File: config.mk
export PLATFORM = sky130hd
export DESIGN_NAME = ps2_tx_mux_flat
export DESIGN_NICKNAME = d
export VERILOG_FILES = /design/src/rtl/ps2_tx_mux_pkg.sv /design/src/rtl/ps2_tx_mux_if.sv /design/src/rtl/ps2_tx_chan.sv /design/src/rtl/ps2_tx_mux.sv /design/src/flat_wrapper.sv
export SDC_FILE = /design/constraint.sdc
export NUM_CORES = 1
export LEC_CHECK = 0
export BUFFER_PORTS_ARGS = -buffer_cell sky130_fd_sc_hd__buf_4
export CORE_MARGIN = 5
export CORE_UTILIZATION = 40
export DETAILED_ROUTE_END_ITERATION = 6
export GPL_ROUTABILITY_DRIVEN = 0
export RECOVER_POWER = 25
export SKIP_CTS_REPAIR_TIMING = 1
export SLEW_MARGIN = 20
export SYNTH_ARGS = -nofsm -noshare
export SYNTH_HDL_FRONTEND = slang
export SYNTH_SLANG_ARGS = --single-unit
File: constraint.sdc
create_clock -name clk_sys -period 4.22 [get_ports clk_sys]
set_input_delay 0.844 -clock clk_sys [delete_from_list [all_inputs] [get_ports clk_sys]]
set_output_delay 0.844 -clock clk_sys [all_outputs]
set_load 0.02 [all_outputs]
File: src/rtl/ps2_tx_mux_pkg.sv
// Shared state encoding and frame constants for the multi-channel PS/2 device transmitter.
package ps2_tx_pkg;

  localparam int   PS2_FRAME_BITS = 11;
  localparam logic PS2_START      = 1'b0;
  localparam logic PS2_STOP       = 1'b1;

  // D0..D7 share ST_DATA; a separate 3-bit counter selects the bit.
  typedef logic [2:0] ps2_state_t;
  localparam ps2_state_t ST_IDLE   = 3'd0;
  localparam ps2_state_t ST_START  = 3'd1;
  localparam ps2_state_t ST_DATA   = 3'd2;
  localparam ps2_state_t ST_PARITY = 3'd3;
  localparam ps2_state_t ST_STOP   = 3'd4;
  localparam ps2_state_t ST_HOLD   = 3'd5;

endpackage

File: src/rtl/ps2_tx_mux_if.sv
// Host-side byte write port shared by all PS/2 channels, plus per-channel FIFO status.
interface ps2_tx_mux_if #(
  parameter int CHANNELS = 2,
  parameter int CHAN_W   = (CHANNELS > 1) ? $clog2(CHANNELS) : 1
);
  logic                wr_en;
  logic [CHAN_W-1:0]   wr_chan;
  logic [7:0]          wr_data;
  logic [CHANNELS-1:0] ovf_clr;
  logic [CHANNELS-1:0] full;
  logic [CHANNELS-1:0] overflow;

  modport master (output wr_en, wr_chan, wr_data, ovf_clr, input full, overflow);
  modport slave  (input wr_en, wr_chan, wr_data, ovf_clr, output full, overflow);
endinterface

File: src/rtl/ps2_tx_chan.sv
// One PS/2 device-side transmitter: byte FIFO, frame FSM, sticky overflow.
// Host-inhibit abort/retry is compiled in with PS2_TX_INHIBIT_EN.
//
// state     | meaning
// IDLE      | ps2_clk released high, waiting for a queued byte on tick
// START     | start bit (0) on ps2_data
// DATA      | data bit bit_cnt (D0..D7), LSB first
// PARITY    | odd parity bit on ps2_data
// STOP      | stop bit (1); FIFO head popped when this period ends
// HOLD      | trailing clock period before returning to IDLE
module ps2_tx_chan
  import ps2_tx_pkg::*;
#(
  parameter int DEPTH_BITS = 3
) (
  input  logic       clk_sys,
  input  logic       reset_n,
  input  logic       tick,
  input  logic       clk_int,
  input  logic       wr_en,
  input  logic [7:0] wr_data,
  input  logic       ovf_clr,
  input  logic       ps2_clk_in,
  output logic       full,
  output logic       overflow,
  output logic       busy,
  output logic       ps2_clk,
  output logic       ps2_data
);

  localparam int                DEPTH   = 1 << DEPTH_BITS;
  localparam logic [DEPTH_BITS:0] DEPTH_P = (DEPTH_BITS + 1)'(DEPTH);

  logic [7:0]          mem [DEPTH];
  logic [DEPTH_BITS:0] wptr, rptr;
  logic                empty, push, pop;
  ps2_state_t          state;
  logic [2:0]          bit_cnt;
  logic [7:0]          shreg;
  logic                parity, data_q;
  logic                inhibit, abort;

  assign full  = (wptr - rptr) == DEPTH_P;
  assign empty = (wptr == rptr);
  assign push  = wr_en && !full;
  assign pop   = tick && (state == ST_STOP) && !abort;

  always_ff @(posedge clk_sys) begin
    if (push) mem[wptr[DEPTH_BITS-1:0]] <= wr_data;
  end

  always_ff @(posedge clk_sys or negedge reset_n) begin
    if (!reset_n) begin
      wptr     <= '0;
      rptr     <= '0;
      overflow <= 1'b0;
    end else begin
      if (push) wptr <= wptr + 1'b1;
      if (pop)  rptr <= rptr + 1'b1;
      if (wr_en && full) overflow <= 1'b1;
      else if (ovf_clr)  overflow <= 1'b0;
    end
  end

`ifdef PS2_TX_INHIBIT_EN
  logic [1:0] clk_in_sync;

  always_ff @(posedge clk_sys or negedge reset_n) begin
    if (!reset_n) clk_in_sync <= 2'b11;
    else          clk_in_sync <= {clk_in_sync[0], ps2_clk_in};
  end

  // The host can only win the line while we are releasing it high.
  assign inhibit = !clk_in_sync[1];
  assign abort   = inhibit && clk_int && (state != ST_IDLE) && (state != ST_HOLD);
`else
  logic unused_clk_in;
  assign unused_clk_in = ps2_clk_in;
  assign inhibit       = 1'b0;
  assign abort         = 1'b0;
`endif

  always_ff @(posedge clk_sys or negedge reset_n) begin
    if (!reset_n) begin
      state   <= ST_IDLE;
      bit_cnt <= 3'd0;
      shreg   <= 8'h00;
      parity  <= 1'b1;
      data_q  <= 1'b1;
    end else if (abort) begin
      state  <= ST_IDLE;
      data_q <= 1'b1;
    end else if (tick) begin
      case (state)
        ST_IDLE: begin
          if (!empty && !inhibit) begin
            shreg  <= mem[rptr[DEPTH_BITS-1:0]];
            parity <= 1'b1;
            data_q <= PS2_START;
            state  <= ST_START;
          end
        end
        ST_START: begin
          data_q  <= shreg[0];
          parity  <= parity ^ shreg[0];
          shreg   <= {1'b0, shreg[7:1]};
          bit_cnt <= 3'd0;
          state   <= ST_DATA;
        end
        ST_DATA: begin
          if (bit_cnt == 3'd7) begin
            data_q <= parity;
            state  <= ST_PARITY;
          end else begin
            data_q  <= shreg[0];
            parity  <= parity ^ shreg[0];
            shreg   <= {1'b0, shreg[7:1]};
            bit_cnt <= bit_cnt + 1'b1;
          end
        end
        ST_PARITY: begin
          data_q <= PS2_STOP;
          state  <= ST_STOP;
        end
        ST_STOP: state <= ST_HOLD;
        ST_HOLD: state <= ST_IDLE;
        default: begin
          data_q <= 1'b1;
          state  <= ST_IDLE;
        end
      endcase
    end
  end

  assign busy     = (state != ST_IDLE);
  assign ps2_clk  = (state != ST_IDLE) ? clk_int : 1'b1;
  assign ps2_data = data_q;

endmodule

File: src/rtl/ps2_tx_mux.sv
// CHANNELS independent PS/2 device transmitters behind one shared byte write port
// and one shared PS/2 clock divider. Optional host inhibit: PS2_TX_INHIBIT_EN.
module ps2_tx_mux
  import ps2_tx_pkg::*;
#(
  parameter int CHANNELS   = 2,
  parameter int DEPTH_BITS = 3,
  parameter int PS2DIV     = 1000
) (
  input  logic                clk_sys,
  input  logic                reset_n,
  ps2_tx_mux_if.slave         host,
  input  logic [CHANNELS-1:0] ps2_clk_in,
  output logic [CHANNELS-1:0] busy,
  output logic [CHANNELS-1:0] ps2_clk,
  output logic [CHANNELS-1:0] ps2_data
);

  localparam int               CHAN_W  = (CHANNELS > 1) ? $clog2(CHANNELS) : 1;
  localparam int               CNT_W   = (PS2DIV > 0) ? $clog2(PS2DIV + 1) : 1;
  localparam logic [CNT_W-1:0] CNT_MAX = CNT_W'(PS2DIV);

  logic [CNT_W-1:0]    cnt;
  logic                clk_int;
  logic                tick;
  logic [CHANNELS-1:0] full_v, ovf_v;

  always_ff @(posedge clk_sys or negedge reset_n) begin
    if (!reset_n) begin
      cnt     <= '0;
      clk_int <= 1'b0;
    end else if (cnt == CNT_MAX) begin
      cnt     <= '0;
      clk_int <= ~clk_int;
    end else begin
      cnt <= cnt + 1'b1;
    end
  end

  // Active in the cycle whose closing edge raises clk_int, so data moves with the clock rise.
  assign tick = (cnt == CNT_MAX) && !clk_int;

  for (genvar g = 0; g < CHANNELS; g++) begin : g_chan
    logic wr_hit;
    assign wr_hit = host.wr_en && (host.wr_chan == CHAN_W'(g));

    ps2_tx_chan #(.DEPTH_BITS(DEPTH_BITS)) u_chan (
      .clk_sys    (clk_sys),
      .reset_n    (reset_n),
      .tick       (tick),
      .clk_int    (clk_int),
      .wr_en      (wr_hit),
      .wr_data    (host.wr_data),
      .ovf_clr    (host.ovf_clr[g]),
      .ps2_clk_in (ps2_clk_in[g]),
      .full       (full_v[g]),
      .overflow   (ovf_v[g]),
      .busy       (busy[g]),
      .ps2_clk    (ps2_clk[g]),
      .ps2_data   (ps2_data[g])
    );
  end

  assign host.full     = full_v;
  assign host.overflow = ovf_v;

endmodule

File: src/flat_wrapper.sv
// flat-port wrapper written by rule: the top's interface ports become plain ports
module ps2_tx_mux_flat import ps2_tx_pkg::*;
#(
  parameter int CHANNELS   = 2,
  parameter int DEPTH_BITS = 3,
  parameter int PS2DIV     = 1000
)
  (clk_sys, reset_n, ps2_clk_in, busy, ps2_clk, ps2_data, host_wr_en, host_wr_chan, host_wr_data, host_ovf_clr, host_full, host_overflow);
  ps2_tx_mux_if #(.CHANNELS(CHANNELS)) host_i ();
  input  logic clk_sys;
  input  logic reset_n;
  input  logic [CHANNELS-1:0] ps2_clk_in;
  output logic [CHANNELS-1:0] busy;
  output logic [CHANNELS-1:0] ps2_clk;
  output logic [CHANNELS-1:0] ps2_data;
  input wire logic [$bits(host_i.wr_en)-1:0] host_wr_en;
  input wire logic [$bits(host_i.wr_chan)-1:0] host_wr_chan;
  input wire logic [$bits(host_i.wr_data)-1:0] host_wr_data;
  input wire logic [$bits(host_i.ovf_clr)-1:0] host_ovf_clr;
  output wire logic [$bits(host_i.full)-1:0] host_full;
  output wire logic [$bits(host_i.overflow)-1:0] host_overflow;
  assign host_i.wr_en = host_wr_en;
  assign host_i.wr_chan = host_wr_chan;
  assign host_i.wr_data = host_wr_data;
  assign host_i.ovf_clr = host_ovf_clr;
  assign host_full = host_i.full;
  assign host_overflow = host_i.overflow;
  ps2_tx_mux #(.CHANNELS(CHANNELS), .DEPTH_BITS(DEPTH_BITS), .PS2DIV(PS2DIV)) u_core (.clk_sys(clk_sys), .reset_n(reset_n), .host(host_i), .ps2_clk_in(ps2_clk_in), .busy(busy), .ps2_clk(ps2_clk), .ps2_data(ps2_data));
endmodule
==> results of run 1 <==
[stage by stage]
step | cell area [sq um] | hold WS [ns]
6_report | 9730 | 0.498
3_3_place_gp | 9140 | 0.477
3_5_place_dp | 9140 | 0.492
2_1_floorplan | 8710 | 0.456
4_1_cts | 9760 | 0.504
5_1_grt | 9730 | 0.519
[routing by layer]
layer	wire (microns)	global-route usage, %	vias up
li1	-	-	2174
met1	7490	18.3	2435
met2	8290	23.7	57
met3	463	2.67	12
met4	194	4.96	0
met5	0	0	-
[power groups by stage]
stage                     Combinational, mW  Clock [mW]  Sequential [mW]
after floorplan                       0.453           0             2.20
after global placement                0.555           0             2.26
after global routing                  0.634        1.73             2.26
final                                 0.572        1.61             2.24
after detailed placement              0.577           0             2.28
after CTS                             0.580        1.65             2.24
[layout make-up]
| class | instances | area [sq um] | area share [%] |
|---|---|---|---|
| sequential | 189 | 5380 | 55.3 |
| multi-input combinational | 303 | 3060 | 31.4 |
| clock buffer | 17 | 425 | 4.37 |
| tap | 280 | 350 | 3.60 |
| timing repair buffer | 38 | 255 | 2.62 |
| clock inverter | 15 | 196 | 2.02 |
| inverter | 18 | 67.6 | 0.695 |
[registers in the layout, indices dropped and copies added, names as in the netlist]
signal,flops
u_core.g_chan.u_chan.state,6
u_core.g_chan.u_chan.bit_cnt,6
u_core.g_chan.u_chan.parity,2
u_core.g_chan.u_chan.mem,128
u_core.cnt,10
u_core.g_chan.u_chan.ps2_data,2
u_core.g_chan.u_chan.shreg,16
u_core.g_chan.u_chan.wptr,8
u_core.g_chan.u_chan.rptr,8
u_core.g_chan.u_chan.overflow,2
u_core.clk_int,1
[how the worst max path moves through the flow]
stage                                              endpoint
after global routing                           host_full[0]
after floorplan           u_core.g_chan[0].u_chan.mem[1][0]
after CTS                                      host_full[0]
after detailed placement  u_core.g_chan[0].u_chan.mem[3][5]
after global placement    u_core.g_chan[0].u_chan.mem[3][5]
final                                          host_full[0]
[kinds of logic after synthesis]
| group | synth area share (%) |
|---|---|
| flip-flops | 61.7 |
| multiplexers | 16.0 |
| AND/OR/NAND/NOR | 8.85 |
| AO/OA/AOI/OAI | 4.71 |
| XOR/XNOR | 2.93 |
| adder cells (fa/ha/maj) | 2.30 |
| buffers and inverters | 3.42 |
[placed cells by master, fill, tap and decap left out, types with 13 or more instances in the layout]
master	n
buf_4	30
clkbuf_16	17
dfrtp_1	57
edfxtp_1	128
ha_1	16
inv_1	16
mux2_2	37
mux4_1	21
nand2_1	23
nor2_1	16
o21ai_0	13
xnor2_1	13
==> summary.md, run 1 <==
| Metric | Value |
|---|---|
| Detail Placement HPWL | `10800 microns` |
| Cell area after synthesis | `8710 sq um` |
| I/O Pins | `26` |
| Hold WC Path Type | `input pin to asynchronous set/reset pin` |
| Overall power | `4.42 mW` |
| Final worst-path cycle share | `79.8%` |
| Worst Setup SP | `u_core.g_chan[0].u_chan.rptr[1]` |
| Worst r2r path cells | `6` |
| Setup WS pre-CTS | `1.13 ns` |
| Largest net degree at the start of global routing | `62` |
| Top_reg_cell synth | `edfxtp_1` |
| Combinational share of power | `12.9%` |
| CP arrival | `2.52 ns` |
| Final setup fails | `0` |
| Flop and latch count out of synthesis | `189` |
| Total negative slack | `0 ns` |
| Critical path depth in cells | `6` |
| Initial antenna violation count | `0` |
| Yosys cell types | `65` |
| Min setup slack post-route | `0.854 ns` |
| Post-synth top cells | `edfxtp_1 (128), dfrtp_1 (57), mux2_2 (37), nand2_1 (23), mux4_1 (21)` |
| DIE AREA | `24800 sq um` |
| Core area | `21600 sq um` |
| Register share of total power | `50.6%` |
| CP Max Fanout | `20` |
| P&R area growth vs syn | `11.7%` |
| Syn_nets | `576` |
| Synth top area share | `44.2%` |
| Layout cells sized above 1 | `24.5%` |
| Overall Global Routing Usage | `14.1%` |
| Syn avg cell area | `16.0 sq um` |
| Crit path buffers/inverters | `2` |
| PortBufs | `23` |
| Largest area contributor in the netlist | `edfxtp_1` |
| Layout Nets | `599` |
| Post-synth ARST share | `32.3%` |
| Die width | `158 microns` |
| Vias/cell | `5.44` |
| Fmax | `297 MHz` |
| Post-Place Cells | `828` |
| Yosys warns | `0` |
| 1st-pass router iterations | `4` |
| Worst reg2reg path endpoint | `u_core.g_chan[0].u_chan.mem[3][3]` |
| Delay-heaviest family, CP | `flip-flops` |
| Worst reg-to-reg setup slack | `1.18 ns` |
| Gr ovfl total | `0` |
| Unrepaired setup endpoints after global routing | `no` |
| Pins Over Slew Limit | `0` |
| Final ANT Viol Nets | `0` |
| WP data required | `3.38 ns` |
| Die Span Y | `158 microns` |
| Vias in the first global route | `4831` |
| Post-layout util | `45.0%` |
| Slew HR | `32.5%` |
| Sw Pwr | `1.23 mW` |
| Routed vias | `4678` |
| Clock skew | `0.0180 ns` |
| DRC violations left | `0` |
| Worst-path cell chain | `inv_1 -> ha_1 -> nor2b_1 -> o211ai_1 -> a21oi_1 -> buf_4` |
| Critical path launch point type | `register` |
| FF-to-FF Start | `u_core.g_chan[0].u_chan.rptr[1]` |
| Post-Route WL | `16400 microns` |
| Worst-path clk slew | `0.08 ns` |
| Row cnt | `54` |
| Final Hold Viols | `0` |
| Longest Clk Path Bufs | `2` |
| Worst-Margin Slew | `1.00 ns` |
| Max-cap violations | `0` |
| Maximum VDD drop | `0.262 mV` |
| PwrDens | `454 nW/um^2` |
| Crit. End Element | `output port` |
| Clock share of power | `36.4%` |
| WL/cell | `19.1 microns` |
| Clk_lat worst skew | `0.44 ns` |
| TritonCTS clock tree | `yes` |
| Ant diodes | `0` |
| H-tree Lvls | `4` |
| CTS sink count | `189` |
| P_leak | `3.59 nW` |
| P_int | `3.19 mW` |
| Finished Layout Cells | `860` |
| Cells after Synth | `544` |
| Top cells by area, synth | `edfxtp_1 (44%), dfrtp_1 (16%), mux4_1 (6.3%)` |
| Critical Path Max Stage Delay | `0.88 ns` |
| First-pass GRT wire length | `26400 microns` |
| Fill count | `1886` |
| Seq/Total Area, Yosys | `61.7%` |
| CP max-delay cell | `dfrtp_1` |
| Crit Path Class | `register to output port` |
| EDFF count, synth | `128` |
| Root buffer cell | `clkbuf_16` |
| Status | `finished clean` |
| Switching Share | `27.9%` |
| Most frequent cell after synthesis | `edfxtp_1` |
| Initial core utilization | `40.3%` |
| Crit path time final | `3.37 ns` |
| Iter 0 DRT Violations | `211` |
| CTS Buf Count | `17` |
No activity file was read; power rests on OpenSTA's default activity.
==> inputs of run 2 (changes only) <==
- clock period: 4.22 -> 3.3 ns (I/O delays scaled with it)
==> summary.md, run 2 (synthesis results as in run 1) <==
| Metric | Value |
|---|---|
| Clk_lat worst skew | `0.43 ns` |
| WL/cell | `18.6 microns` |
| Root buffer cell | `clkbuf_16` |
| Initial core utilization | `40.3%` |
| Worst reg-to-reg setup slack | `0.55 ns` |
| Post-Route WL | `16100 microns` |
| Die width | `158 microns` |
| Worst-Margin Slew | `0.819 ns` |
| P_leak | `3.63 nW` |
| CP Max Fanout | `9` |
| Pins Over Slew Limit | `0` |
| Post-layout util | `45.2%` |
| Unrepaired setup endpoints after global routing | `no` |
| Core area | `21600 sq um` |
| Layout cells sized above 1 | `24.9%` |
| Final Hold Viols | `0` |
| Gr busiest metal | `met2` |
| CP arrival | `2.20 ns` |
| Worst-path clk slew | `0.07 ns` |
| CTS Buf Count | `17` |
| Slew HR | `45.4%` |
| Maximum VDD drop | `0.296 mV` |
| 1st-pass router iterations | `4` |
| Critical Path Max Stage Delay | `0.44 ns` |
| Fill count | `1860` |
| Max-cap violations | `0` |
| Worst r2r path cells | `6` |
| Final ANT Viol Nets | `0` |
| Ant diodes | `0` |
| CTS sink count | `189` |
| Worst Setup SP | `u_core.g_chan[1].u_chan.rptr[1]` |
| Vias/cell | `5.35` |
| Gr ovfl total | `0` |
| WP data required | `2.64 ns` |
| TritonCTS clock tree | `yes` |
| Iter 0 DRT Violations | `293` |
| Met3 Use GR | `2.97%` |
| Overall Global Routing Usage | `14.0%` |
| Most common cell after layout, fill and taps aside | `edfxtp_1` |
| Layout Nets | `602` |
| Critical path launch point type | `register` |
| Fmax | `349 MHz` |
| Multi-input combinational cell area | `3060 sq um` |
| Crit path time final | `2.86 ns` |
| End of the critical path | `host_full[1]` |
| Crit Path Class | `register to output port` |
| PortBufs | `23` |
| FF-to-FF Start | `u_core.g_chan[0].u_chan.rptr[2]` |
| Largest net degree at the start of global routing | `62` |
| Met1 Resource Use GR | `18.2%` |
| P&R area growth vs syn | `12.1%` |
| Initial antenna violation count | `0` |
| Grt met2 use | `23.6%` |
| Vias in the first global route | `4910` |
| Clock skew | `0.0132 ns` |
| I/O Pins | `26` |
| Register area | `5380 sq um` |
| Max reg flops | `128` |
| Detail Placement HPWL | `10600 microns` |
| Final setup fails | `0` |
| Hold WC Path Type | `input pin to asynchronous set/reset pin` |
| H-tree Lvls | `4` |
| DRC violations left | `0` |
| First-pass GRT wire length | `26700 microns` |
| Final worst-path cycle share | `86.8%` |
| Worst reg2reg path endpoint | `u_core.g_chan[0].u_chan.mem[5][2]` |
| Die Span Y | `158 microns` |
| DIE AREA | `24800 sq um` |
| Routed vias | `4620` |
| Total negative slack | `0 ns` |
| Crit. End Element | `output port` |
| CP max-delay cell | `dfrtp_1` |
| Worst-path cell chain | `inv_2 -> ha_1 -> nor2b_1 -> o211ai_1 -> a21oi_1 -> buf_4` |
| PwrDens | `586 nW/um^2` |
| Status | `finished clean` |
| Row cnt | `54` |
| Most frequent cells in the layout | `edfxtp_1 (128), dfrtp_1 (57), mux2_2 (37)` |
| Longest Clk Path Bufs | `2` |
-- run 2: metrics by stage --
step | cells | hold WS, ns | instance area, sq um | setup WS, ns | power, mW
2_1_floorplan | 544 | 0.364 | 8710 | 0.0863 | 3.40
3_3_place_gp | 831 | 0.481 | 9160 | 0.601 | 3.60
3_5_place_dp | 831 | 0.486 | 9160 | 0.550 | 3.64
4_1_cts | 863 | 0.338 | 9790 | 0.384 | 5.81
5_1_grt | 863 | 0.361 | 9760 | 0.178 | 5.99
6_report | 863 | 0.309 | 9760 | 0.435 | 5.72
-- run 2: worst max-delay path, delay by kind of cell, from the launching register on --
family                   cells  cell delay [ns]
AND/OR/NAND/NOR              1             0.24
adder cells (fa/ha/maj)      1             0.38
AO/OA/AOI/OAI                2             0.38
flip-flops                   1             0.44
buffers and inverters        2             0.35
-- run 2: final cells by class --
cell class                      count  area share [%]
Clock buffer                       17            4.36
Clock inverter                     15            2.14
Inverter                           18           0.692
Multi-Input combinational cell    303            31.3
Sequential cell                   189            55.1
Tap cell                          280            3.59
Timing Repair Buffer               41            2.85
-- run 2: per-layer routing --
| layer | vias to the layer above | part of all wire (%) |
|---|---|---|
| li1 | 2177 | - |
| met1 | 2373 | 46 |
| met2 | 53 | 50 |
| met3 | 17 | 2.9 |
| met4 | 0 | 1.5 |
| met5 | - | 0 |
-- run 2: worst min-delay path by stage --
stage | slack [ns] | cells past startpoint | to | startpoint
2_1_floorplan | 0.36 | 0 | u_core.clk_int | reset_n
3_3_place_gp | 0.48 | 2 | u_core.g_chan[0].u_chan.parity | u_core.g_chan[0].u_chan.parity
3_5_place_dp | 0.49 | 2 | u_core.g_chan[0].u_chan.parity | u_core.g_chan[0].u_chan.parity
4_1_cts | 0.34 | 1 | u_core.cnt[5] | reset_n
5_1_grt | 0.36 | 1 | u_core.cnt[4] | reset_n
6_report | 0.31 | 1 | u_core.cnt[5] | reset_n
-- run 2: power breakdown --
part	internal [mW]	leakage (nW)	switching, mW
registers	2.72	1.96	0.143
clock network	1.17	0.311	0.975
logic	0.321	1.36	0.397
